===== config.mk =====
export PLATFORM = sky130hd
export DESIGN_NAME = muldiv_unit
export DESIGN_NICKNAME = d
export VERILOG_FILES = /design/src/rtl/muldiv_unit_pkg.sv /design/src/rtl/muldiv_unit_div_core.sv /design/src/rtl/muldiv_unit.sv
export SDC_FILE = /design/constraint.sdc
export NUM_CORES = 2
export LEC_CHECK = 0
export ABC_AREA = 1
export BUFFER_PORTS_ARGS = -buffer_cell sky130_fd_sc_hd__buf_2
export CORE_MARGIN = 2
export CORE_UTILIZATION = 55
export CTS_CLUSTER_DIAMETER = 100
export DETAILED_ROUTE_END_ITERATION = 7
export PLACE_DENSITY_LB_ADDON = 0.1
export SYNTH_ARGS = -nofsm -noshare
export SYNTH_HDL_FRONTEND = slang
export SYNTH_SLANG_ARGS = --single-unit

===== constraint.sdc =====
create_clock -name clk -period 9.1 [get_ports clk]
set_input_delay 1.365 -clock clk [delete_from_list [all_inputs] [get_ports clk]]
set_output_delay 1.365 -clock clk [all_outputs]
set_load 0.02 [all_outputs]

===== src/rtl/muldiv_unit_pkg.sv =====
// Shared definitions for the RV32M/RV64M multiply/divide unit.
//   funct3_e : M-extension funct3 encodings (MUL..REMU)
//   state_e  : control FSM states of muldiv_unit
//   helpers  : funct3 classification used by the top level
package muldiv_unit_pkg;

  typedef enum logic [2:0] {
    OpMul    = 3'b000,
    OpMulh   = 3'b001,
    OpMulhsu = 3'b010,
    OpMulhu  = 3'b011,
    OpDiv    = 3'b100,
    OpDivu   = 3'b101,
    OpRem    = 3'b110,
    OpRemu   = 3'b111
  } funct3_e;

  typedef enum logic [1:0] {
    StIdle,
    StMul,
    StDiv,
    StDone
  } state_e;

  // funct3[2] clear selects the multiply group.
  function automatic logic is_mul_op(logic [2:0] f);
    return !f[2];
  endfunction

  function automatic logic is_signed_div(logic [2:0] f);
    return (f == OpDiv) || (f == OpRem);
  endfunction

  // Within the divide group funct3[1] selects the remainder.
  function automatic logic is_rem_op(logic [2:0] f);
    return f[1];
  endfunction

endpackage


===== src/rtl/muldiv_unit_div_core.sv =====
// Unsigned iterative restoring divider, one quotient bit per cycle.
//   clk_i, rst_i            : clock, asynchronous active-high reset
//   start_i                 : load operands and begin (ignored while abort_i)
//   abort_i                 : drop any divide in progress
//   dividend_i, divisor_i   : unsigned operands, sampled on start_i
//   busy_o                  : iteration in progress
//   done_o                  : one-cycle pulse, XLEN cycles after the start edge
//   quotient_o, remainder_o : results, valid while done_o is high
module div_core #(
  parameter int unsigned XLEN = 32
) (
  input  logic            clk_i,
  input  logic            rst_i,
  input  logic            start_i,
  input  logic            abort_i,
  input  logic [XLEN-1:0] dividend_i,
  input  logic [XLEN-1:0] divisor_i,
  output logic            busy_o,
  output logic            done_o,
  output logic [XLEN-1:0] quotient_o,
  output logic [XLEN-1:0] remainder_o
);

  localparam int unsigned CntW = $clog2(XLEN + 1);

  logic [XLEN-1:0] quo_q, quo_d, rem_q, rem_d, dvs_q, dvs_d;
  logic [CntW-1:0] cnt_q, cnt_d;
  logic            busy_q, busy_d, done_q, done_d;

  // Partial remainder shifted left by one with the next dividend bit brought in.
  logic [XLEN:0]   rem_shift;
  logic [XLEN:0]   rem_diff;
  logic            fits;

  assign rem_shift = {rem_q, quo_q[XLEN-1]};
  assign fits      = rem_shift >= {1'b0, dvs_q};
  assign rem_diff  = rem_shift - {1'b0, dvs_q};

  always_comb begin
    quo_d  = quo_q;
    rem_d  = rem_q;
    dvs_d  = dvs_q;
    cnt_d  = cnt_q;
    busy_d = busy_q;
    done_d = 1'b0;
    if (abort_i) begin
      busy_d = 1'b0;
    end else if (start_i) begin
      quo_d  = dividend_i;
      rem_d  = '0;
      dvs_d  = divisor_i;
      cnt_d  = CntW'(XLEN);
      busy_d = 1'b1;
    end else if (busy_q) begin
      // Both branches leave a value below the divisor, so XLEN bits suffice.
      rem_d = fits ? XLEN'(rem_diff) : XLEN'(rem_shift);
      quo_d = {quo_q[XLEN-2:0], fits};
      cnt_d = cnt_q - CntW'(1);
      if (cnt_q == CntW'(1)) begin
        busy_d = 1'b0;
        done_d = 1'b1;
      end
    end
  end

  always_ff @(posedge clk_i or posedge rst_i) begin
    if (rst_i) begin
      quo_q  <= '0;
      rem_q  <= '0;
      dvs_q  <= '0;
      cnt_q  <= '0;
      busy_q <= 1'b0;
      done_q <= 1'b0;
    end else begin
      quo_q  <= quo_d;
      rem_q  <= rem_d;
      dvs_q  <= dvs_d;
      cnt_q  <= cnt_d;
      busy_q <= busy_d;
      done_q <= done_d;
    end
  end

  assign busy_o      = busy_q;
  assign done_o      = done_q;
  assign quotient_o  = quo_q;
  assign remainder_o = rem_q;

endmodule


===== src/rtl/muldiv_unit.sv =====
// RISC-V M-extension multiply/divide unit, one operation in flight.
//   clk, rst             : clock, asynchronous active-high reset
//   in_valid / in_ready  : request handshake (ready only when idle)
//   funct3, in1, in2     : operation and operands, registered on accept
//   flush                : abandon any in-flight op, back to idle next cycle
//   out_valid / out_ready: result handshake, out held stable until taken
//   out                  : result
module muldiv_unit
  import muldiv_unit_pkg::*;
#(
  parameter int unsigned XLEN       = 32,
  parameter int unsigned MUL_STAGES = 1
) (
  input  logic            clk,
  input  logic            rst,
  input  logic            in_valid,
  output logic            in_ready,
  input  logic [2:0]      funct3,
  input  logic [XLEN-1:0] in1,
  input  logic [XLEN-1:0] in2,
  input  logic            flush,
  output logic            out_valid,
  input  logic            out_ready,
  output logic [XLEN-1:0] out
);

  localparam int unsigned PipeDepth = MUL_STAGES - 1;

  state_e          state_q, state_d;
  funct3_e         op_q, op_d;
  logic [XLEN-1:0] a_q, a_d, b_q, b_d, out_q, out_d;
  logic [1:0]      mcnt_q, mcnt_d;
  logic            special_q, special_d, q_neg_q, q_neg_d, r_neg_q, r_neg_d;

  // Request-side decode, evaluated on the raw inputs at accept time.
  logic            accept, in_signed, in1_neg, in2_neg, in_special;
  logic [XLEN-1:0] mag1, mag2;

  assign accept     = in_valid && in_ready && !flush;
  assign in_signed  = is_signed_div(funct3);
  assign in1_neg    = in_signed && in1[XLEN-1];
  assign in2_neg    = in_signed && in2[XLEN-1];
  assign mag1       = in1_neg ? -in1 : in1;
  assign mag2       = in2_neg ? -in2 : in2;
  // Divide by zero and signed overflow bypass the iterative core.
  assign in_special = (in2 == '0) ||
                      (in_signed && (in1 == {1'b1, {(XLEN-1){1'b0}}}) && (in2 == '1));

  // Multiplier: one (XLEN+1)x(XLEN+1) signed product; the extra bit carries signedness.
  logic                   a_sx, b_sx;
  logic [XLEN:0]          a_ext, b_ext;
  logic signed [2*XLEN+1:0] a_wide, b_wide, prod;
  logic [XLEN-1:0]        mul_sel, mul_res;
  logic                   unused_prod;

  assign a_sx    = (op_q != OpMulhu) && a_q[XLEN-1];
  assign b_sx    = ((op_q == OpMul) || (op_q == OpMulh)) && b_q[XLEN-1];
  assign a_ext   = {a_sx, a_q};
  assign b_ext   = {b_sx, b_q};
  assign a_wide  = signed'({{(XLEN+1){a_ext[XLEN]}}, a_ext});
  assign b_wide  = signed'({{(XLEN+1){b_ext[XLEN]}}, b_ext});
  assign prod    = a_wide * b_wide;
  assign mul_sel = (op_q == OpMul) ? prod[XLEN-1:0] : prod[2*XLEN-1:XLEN];
  assign unused_prod = ^prod[2*XLEN+1:2*XLEN];

  if (PipeDepth > 0) begin : g_mul_pipe
    logic [XLEN-1:0] pipe_q [PipeDepth];
    always_ff @(posedge clk or posedge rst) begin
      if (rst) begin
        for (int i = 0; i < int'(PipeDepth); i++) pipe_q[i] <= '0;
      end else begin
        pipe_q[0] <= mul_sel;
        for (int i = 1; i < int'(PipeDepth); i++) pipe_q[i] <= pipe_q[i-1];
      end
    end
    assign mul_res = pipe_q[PipeDepth-1];
  end else begin : g_mul_comb
    assign mul_res = mul_sel;
  end

  // Divider on operand magnitudes; sign fix-up and corner cases handled here.
  logic            div_start, div_done, unused_div_busy;
  logic [XLEN-1:0] div_quo, div_rem, q_fix, r_fix, div_res, special_res;

  assign div_start = accept && !is_mul_op(funct3) && !in_special;

  div_core #(
    .XLEN(XLEN)
  ) u_div_core (
    .clk_i      (clk),
    .rst_i      (rst),
    .start_i    (div_start),
    .abort_i    (flush),
    .dividend_i (mag1),
    .divisor_i  (mag2),
    .busy_o     (unused_div_busy),
    .done_o     (div_done),
    .quotient_o (div_quo),
    .remainder_o(div_rem)
  );

  assign q_fix   = q_neg_q ? -div_quo : div_quo;
  assign r_fix   = r_neg_q ? -div_rem : div_rem;
  assign div_res = is_rem_op(op_q) ? r_fix : q_fix;
  // b_q == 0 distinguishes divide-by-zero from signed overflow.
  assign special_res = (b_q == '0) ? (is_rem_op(op_q) ? a_q : '1)
                                   : (is_rem_op(op_q) ? '0  : a_q);

  always_comb begin
    state_d   = state_q;
    op_d      = op_q;
    a_d       = a_q;
    b_d       = b_q;
    out_d     = out_q;
    mcnt_d    = mcnt_q;
    special_d = special_q;
    q_neg_d   = q_neg_q;
    r_neg_d   = r_neg_q;
    unique case (state_q)
      StIdle: begin
        if (accept) begin
          op_d      = funct3_e'(funct3);
          a_d       = in1;
          b_d       = in2;
          mcnt_d    = '0;
          special_d = in_special;
          q_neg_d   = in1_neg ^ in2_neg;
          r_neg_d   = in1_neg;
          state_d   = is_mul_op(funct3) ? StMul : StDiv;
        end
      end
      StMul: begin
        if (mcnt_q == 2'(PipeDepth)) begin
          out_d   = mul_res;
          state_d = StDone;
        end else begin
          mcnt_d = mcnt_q + 2'd1;
        end
      end
      StDiv: begin
        if (special_q) begin
          out_d   = special_res;
          state_d = StDone;
        end else if (div_done) begin
          out_d   = div_res;
          state_d = StDone;
        end
      end
      StDone: begin
        if (out_ready) state_d = StIdle;
      end
      default: state_d = StIdle;
    endcase
    if (flush) state_d = StIdle;
  end

  always_ff @(posedge clk or posedge rst) begin
    if (rst) begin
      state_q   <= StIdle;
      op_q      <= OpMul;
      a_q       <= '0;
      b_q       <= '0;
      out_q     <= '0;
      mcnt_q    <= '0;
      special_q <= 1'b0;
      q_neg_q   <= 1'b0;
      r_neg_q   <= 1'b0;
    end else begin
      state_q   <= state_d;
      op_q      <= op_d;
      a_q       <= a_d;
      b_q       <= b_d;
      out_q     <= out_d;
      mcnt_q    <= mcnt_d;
      special_q <= special_d;
      q_neg_q   <= q_neg_d;
      r_neg_q   <= r_neg_d;
    end
  end

  assign in_ready  = (state_q == StIdle);
  assign out_valid = (state_q == StDone);
  assign out       = out_q;

endmodule


Word-level counts from Yosys, hierarchy flattened
Cells that the tools add are included.
{ "op_classes": {"bitwise": 2, "n_reduce_logical": 29, "eq_ne": 18, "magnitude_cmp": 1, "mux": 39, "n_addsub": 7, "mul": 1} }
{ "op_table": {"columns": ["operator", "count"], "rows": [
  ["$mux 32", 17],
  ["$neg 32->32", 4],
  ["$eq 32x32->1 const B", 2],
  ["$logic_not 32->1", 2],
  ["$mul 33x33->64", 1],
  ["$pmux 32 s2", 1],
  ["$ge 33x32->1", 1],
  ["$sub 32x32->32", 1],
  ["$mux 2", 9],
  ["$mux 6", 2],
  ["$logic_and 1x1->1", 10],
  ["$ne 3x2->1 const B", 3],
  ["$mux 1", 8],
  ["$pmux 2 s4", 1],
  ["$eq 3x3->1 const B", 2],
  ["$eq 6x1->1 const B", 1],
  ["$reduce_and 2->1", 3],
  ["$reduce_and 3->1", 2],
  ["$reduce_bool 2->1", 3],
  ["$sub 6x1->6 const B", 1],
  ["$eq 2x2->1 const B", 2],
  ["$logic_not 2->1", 2],
  ["$ne 2x2->1 const B", 2],
  ["$ne 4x3->1 const B", 1],
  ["13 further kinds", 16]
]} }
{ "totals": {"word_cells": 112, "inputBits": 72, "register_bits": 210} }

Depth between registers and ports, before layout
{ "depth": {"depth_word": 9, "ltp_mapped": 36, "depth_no_buf": 35} }

Hierarchy
Synthesis repeated with hierarchy kept, for this count alone.
{ "hier_totals": {"hier_cells": 7504, "hier_area_um2": 55665.9} }
{ "by_module_without_submodules": {"columns": ["module", "n_inst", "area_each_um2", "cells_each"], "rows": [
  ["muldiv_unit", 1, 48571.6, 6476],
  ["div_core", 1, 7094.3, 1028]
]} }

Worst setup path before layout
No wires, ideal clock.
{ "synth_timing": {"path_type": "reg2reg", "start": "register op_q[2]", "end": "register out_q[31], in the netlist out[31]", "required_time_ps": 9023, "arrival_time_ps": 7709, "path_slack_ps": 1314, "setup_ps": 77, "n_path_buf": 1, "synth_period_minus_slack_ps": 7786, "path_stages_with_launch": 33, "path_cell_list": "dfrtp_1 > inv_1 > nand3_2 > nand2_1 > clkbuf_1 > nor2_1 > fa_1 > inv_1 > fa_1 > inv_1 > fa_1 > inv_1 > fa_1 > inv_1 > fa_1 > fa_1 > fa_1 > inv_1 > fa_1 > inv_1 > ha_1 > nand2_1 > nor2_1 > nand2_1 > nor4_1 > nand2_1 > nand2_1 > inv_1 > nand3_1 > nand3_1 > nand2_1 > nand2_1 > a21oi_1"} }
{ "synth_via": {"elab_chain_cells": 7, "word_cells_on_any_way": 10} }
{ "synth_lines": {"columns": ["item", "line", "text"], "rows": [
  ["from (decl)", "muldiv_unit.sv:30", "funct3_e op_q, op_d;"],
  ["from (signal assigned)", "muldiv_unit.sv:160", "op_q <= OpMul;"],
  ["from (signal assigned)", "muldiv_unit.sv:170", "op_q <= op_d;"],
  ["$eq 3x1->1 / $logic_not 3->1 (equally long branches)", "muldiv_unit.sv:57, muldiv_unit.sv:63", null],
  ["$logic_or 1x1->1", "muldiv_unit.sv:57", "assign b_sx = ((op_q == OpMul) || (op_q == OpMulh)) && b_q[XLEN-1];"],
  ["$logic_and 1x1->1", "muldiv_unit.sv:57", null],
  ["$mul 33x33->64", "muldiv_unit.sv:62", "assign prod = a_wide * b_wide;"],
  ["$mux 32 *", "muldiv_unit.sv:63", "assign mul_sel = (op_q == OpMul) ? prod[XLEN-1:0] : prod[2*XLEN-1:XLEN];"],
  ["$mux 32 *", "muldiv_unit.sv:133", "if (mcnt_q == 2'(PipeDepth)) begin"],
  ["$pmux 32 s2 *", "muldiv_unit.sv:119", "unique case (state_q)"],
  ["to (signal assigned)", "muldiv_unit.sv:173", "out_q <= out_d;"],
  ["to (decl)", "muldiv_unit.sv:31", "logic [XLEN-1:0] a_q, a_d, b_q, b_d, out_q, out_d;"]
]} }
Mark *: on every way between the ends. The rest lies on a longest branch, timed or not. The select of a mux whose other input is x is not followed.
A chain may end at the register's enable or synchronous reset.

Final worst setup path
{ "layout_timing": {"start": "register op_q[0]", "end": "register out_q[14], in the netlist out[14]"} }
The elaborated chain is that of the path after synthesis.

==> flow_summary.yaml <==
status:
  outcome: "complete, no violations"
clock_network:
  clockBufferDepth: 3
  cts_htree_levels: 1
  cts-buffers-inserted: 28
  tritoncts: "done"
  post_cts_resized: 0
  clock_sinks: 210
  clock-root-buffer: "clkbuf_16"
  postCtsSetupBuffers: 0
  clock_latency_ps: 590
  cts.clk_slew.worst_paths_ps: 60
  holdBufCountCts: 0
synth:
  synth-seq-cells: 210
  ys_warn_count: 0
  avgSynthCellArea_um2: 7.457
  synth_ff_type: "dfrtp_1"
  synthArstFlopShare: 1.000
  syn_inst: 7409
  synth.distinct_cells: 54
  synth-edff-count: 0
  ys_seq_area_frac: 0.09511
  syn_area_um2: 55250
  syn_nets: 8863
sta:
  setup_ws_ps: 413.6
  rsz0062_at_grt: "false"
  hold_ws_ps: 496.5
  max_freq_mhz: 115.1
  clock_skew_ps: 11.93
  setup_viol: 0
  final_hold_viol_count: 0
  setup_tns_ps: 0
  finalCritPeriodShare: 0.9545
  timing_worst_slew_pin_value_ps: 1367
  max_slew_margin: 0.08879
  min_period_ps: 8686
  drv_slew: 0
route:
  wl_um: 197500
  first_pass_iters: 7
  vias: 48090
  wl_per_cell_um: 22.83
  via_per_inst: 5.559
  drt_iter0_drc: 5134
  ant_nets: 0
  drc: 0
placed_design:
  placed_cell_area_um2: 57270
  dpl_worst_slack_ps: 578.6
  port_buffers: 105
  gp_congestion: 1.087
  dp_hpwl_um: 161600
job:
  drv_cap: 0
worst_setup_path:
  max_stage_delay_ps: 680
  endpoint_kind: "flop"
  crit_buf_inv: 9
  crit_path_start: "op_q[0]"
  cp.required_ps: 9570
  slowest_stage: "fa_1"
  crit_type: "reg -> reg"
  worstPathMaxFanout: 12
  worstPathArrival_ps: 9160
  r2r_start: "op_q[0]"
  critPathLaunchType: "flop"
  cp_top_family: "adder cells"
floorplan:
  die_w_um: 321.0
  die_h_um: 321.0
  io_pins: 106
  num_rows: 116
  start_util: 0.5533
  core_area_um2: 99860
  die-area_um2: 103000
min_path:
  hp-class: "reg -> reg"
  min-delay-start: "u_div_core.dvs_q[30]"
grt:
  antenna_found_initial: 10
  grt_overflow: 0
  grt_start_max_net_pins: 114
  grt_pass1_wl_um: 303000
  grt_pass1_vias: 48840
  grtUsageTotal: 0.3930
finish:
  finalInstanceArea_um2: 58250
  syn2layout_area_growth_pct: 5.424
  nFillCells: 9620
  drive_gt1_frac: 0.05159
  layout.nets: 8779
-- state kept, by name, summed over array words and instances, names as in the netlist --
signal and cells:
a_q 32, state_q 2, u_div_core.dvs_q 32, special_q 1, u_div_core.cnt_q 6, u_div_core.quotient_o 32, out 32, q_neg_q 1
r_neg_q 1, op_q 3, mcnt_q 2, b_q 32, u_div_core.remainder_o 32, u_div_core.done_o 1, u_div_core.busy_o 1
-- tightest hold or removal path, cell delays in order, from the launching register on --
cell and delay [ps]:
dfrtp_1 340, nand2_1 60, nand2_1 60
-- path summary, 6_finish.rpt --
check | end | slack (ps) | cells past startpoint
worst min register to register | u_div_core.dvs_q[30] | 500 | 2
worst max-delay path | out[14] | 410 | 32
worst max register to register | out[14] | 410 | 32
max in group asynchronous | mcnt_q[0] | 6680 | 3
min in group asynchronous | b_q[25] | 900 | 2
worst min-delay path | u_div_core.dvs_q[30] | 500 | 2
-- metal layers --
layer	up-vias	routed length, µm	track usage
met1	24090	82140	0.5577
li1	21390	-	-
met5	-	14	0
met2	2280	86520	0.5994
met4	2	7115	0.1173
met3	333	21740	0.09527
-- placed cells by master, fill, tap and decap left out, types with 5 or more instances in the layout --
| cell type | count |
|---|---|
| nor4_1 | 21 |
| clkbuf_16 | 29 |
| ha_1 | 256 |
| nor3_2 | 7 |
| nor2_2 | 12 |
| o21bai_1 | 15 |
| nand2_2 | 6 |
| nand3_1 | 233 |
| xnor2_1 | 21 |
| fa_1 | 1126 |
| nor3_1 | 35 |
| clkinv_2 | 6 |
| o21ai_1 | 36 |
| inv_2 | 20 |
| a21o_1 | 6 |
| diode_2 | 7 |
| inv_1 | 1880 |
| buf_4 | 113 |
| buf_12 | 22 |
| a21oi_1 | 268 |
| o211ai_1 | 6 |
| buf_2 | 105 |
| o31ai_1 | 8 |
| nand4_1 | 40 |
| nor2_1 | 460 |
| a21oi_2 | 9 |
| nand2_1 | 1911 |
| clkbuf_8 | 5 |
| o22ai_1 | 25 |
| nand3b_1 | 8 |
| or2_2 | 11 |
| dfrtp_1 | 206 |
| xor2_1 | 71 |
| o21ai_0 | 315 |
-- cell type report --
| class | instances | area [µm²] | share of cell area |
|---|---|---|---|
| flip-flops and latches | 210 | 5260 | 0.09030 |
| inverters | 1902 | 7147 | 0.1227 |
| clock buffers | 34 | 794.5 | 0.01364 |
| repair buffers | 240 | 1814 | 0.03115 |
| multi-input cells | 4943 | 41430 | 0.7112 |
| diodes | 7 | 17.52 | 0.0003007 |
| clock inverters | 17 | 163.9 | 0.002814 |
| well taps | 1298 | 1624 | 0.02788 |
-- metrics by stage --
stage	utilization	std cells
2_1_floorplan	-	7409
3_3_place_gp	0.5736	8593
3_5_place_dp	0.5736	8593
4_1_cts	0.5832	8644
5_1_grt	0.5833	8649
6_report	0.5833	8651
-- cell usage after synthesis (31+ instances only) --
library cell	instances	share of area
dfrtp_1	210	0.095
o21ai_1	36	0.0033
clkbuf_1	302	0.021
fa_1	1126	0.41
buf_2	31	0.0028
o21ai_0	315	0.029
nand2_1	1911	0.13
a21oi_1	268	0.024
nand4_1	40	0.0045
inv_1	1881	0.13
ha_1	256	0.058
xor2_1	71	0.011
nor2_1	462	0.031
nor3_1	35	0.0032
nand3_1	234	0.021
-- cell families after synthesis --
group	share of synthesized area
buf+inv	0.1554
fa+ha+maj	0.4660
flops	0.09511
xor+xnor	0.01458
compound gates	0.06893
simple gates	0.2000
Power is left out: the tool's default activity adds up to more than one toggle a clock period on the data nets, which glitch-free logic cannot reach.
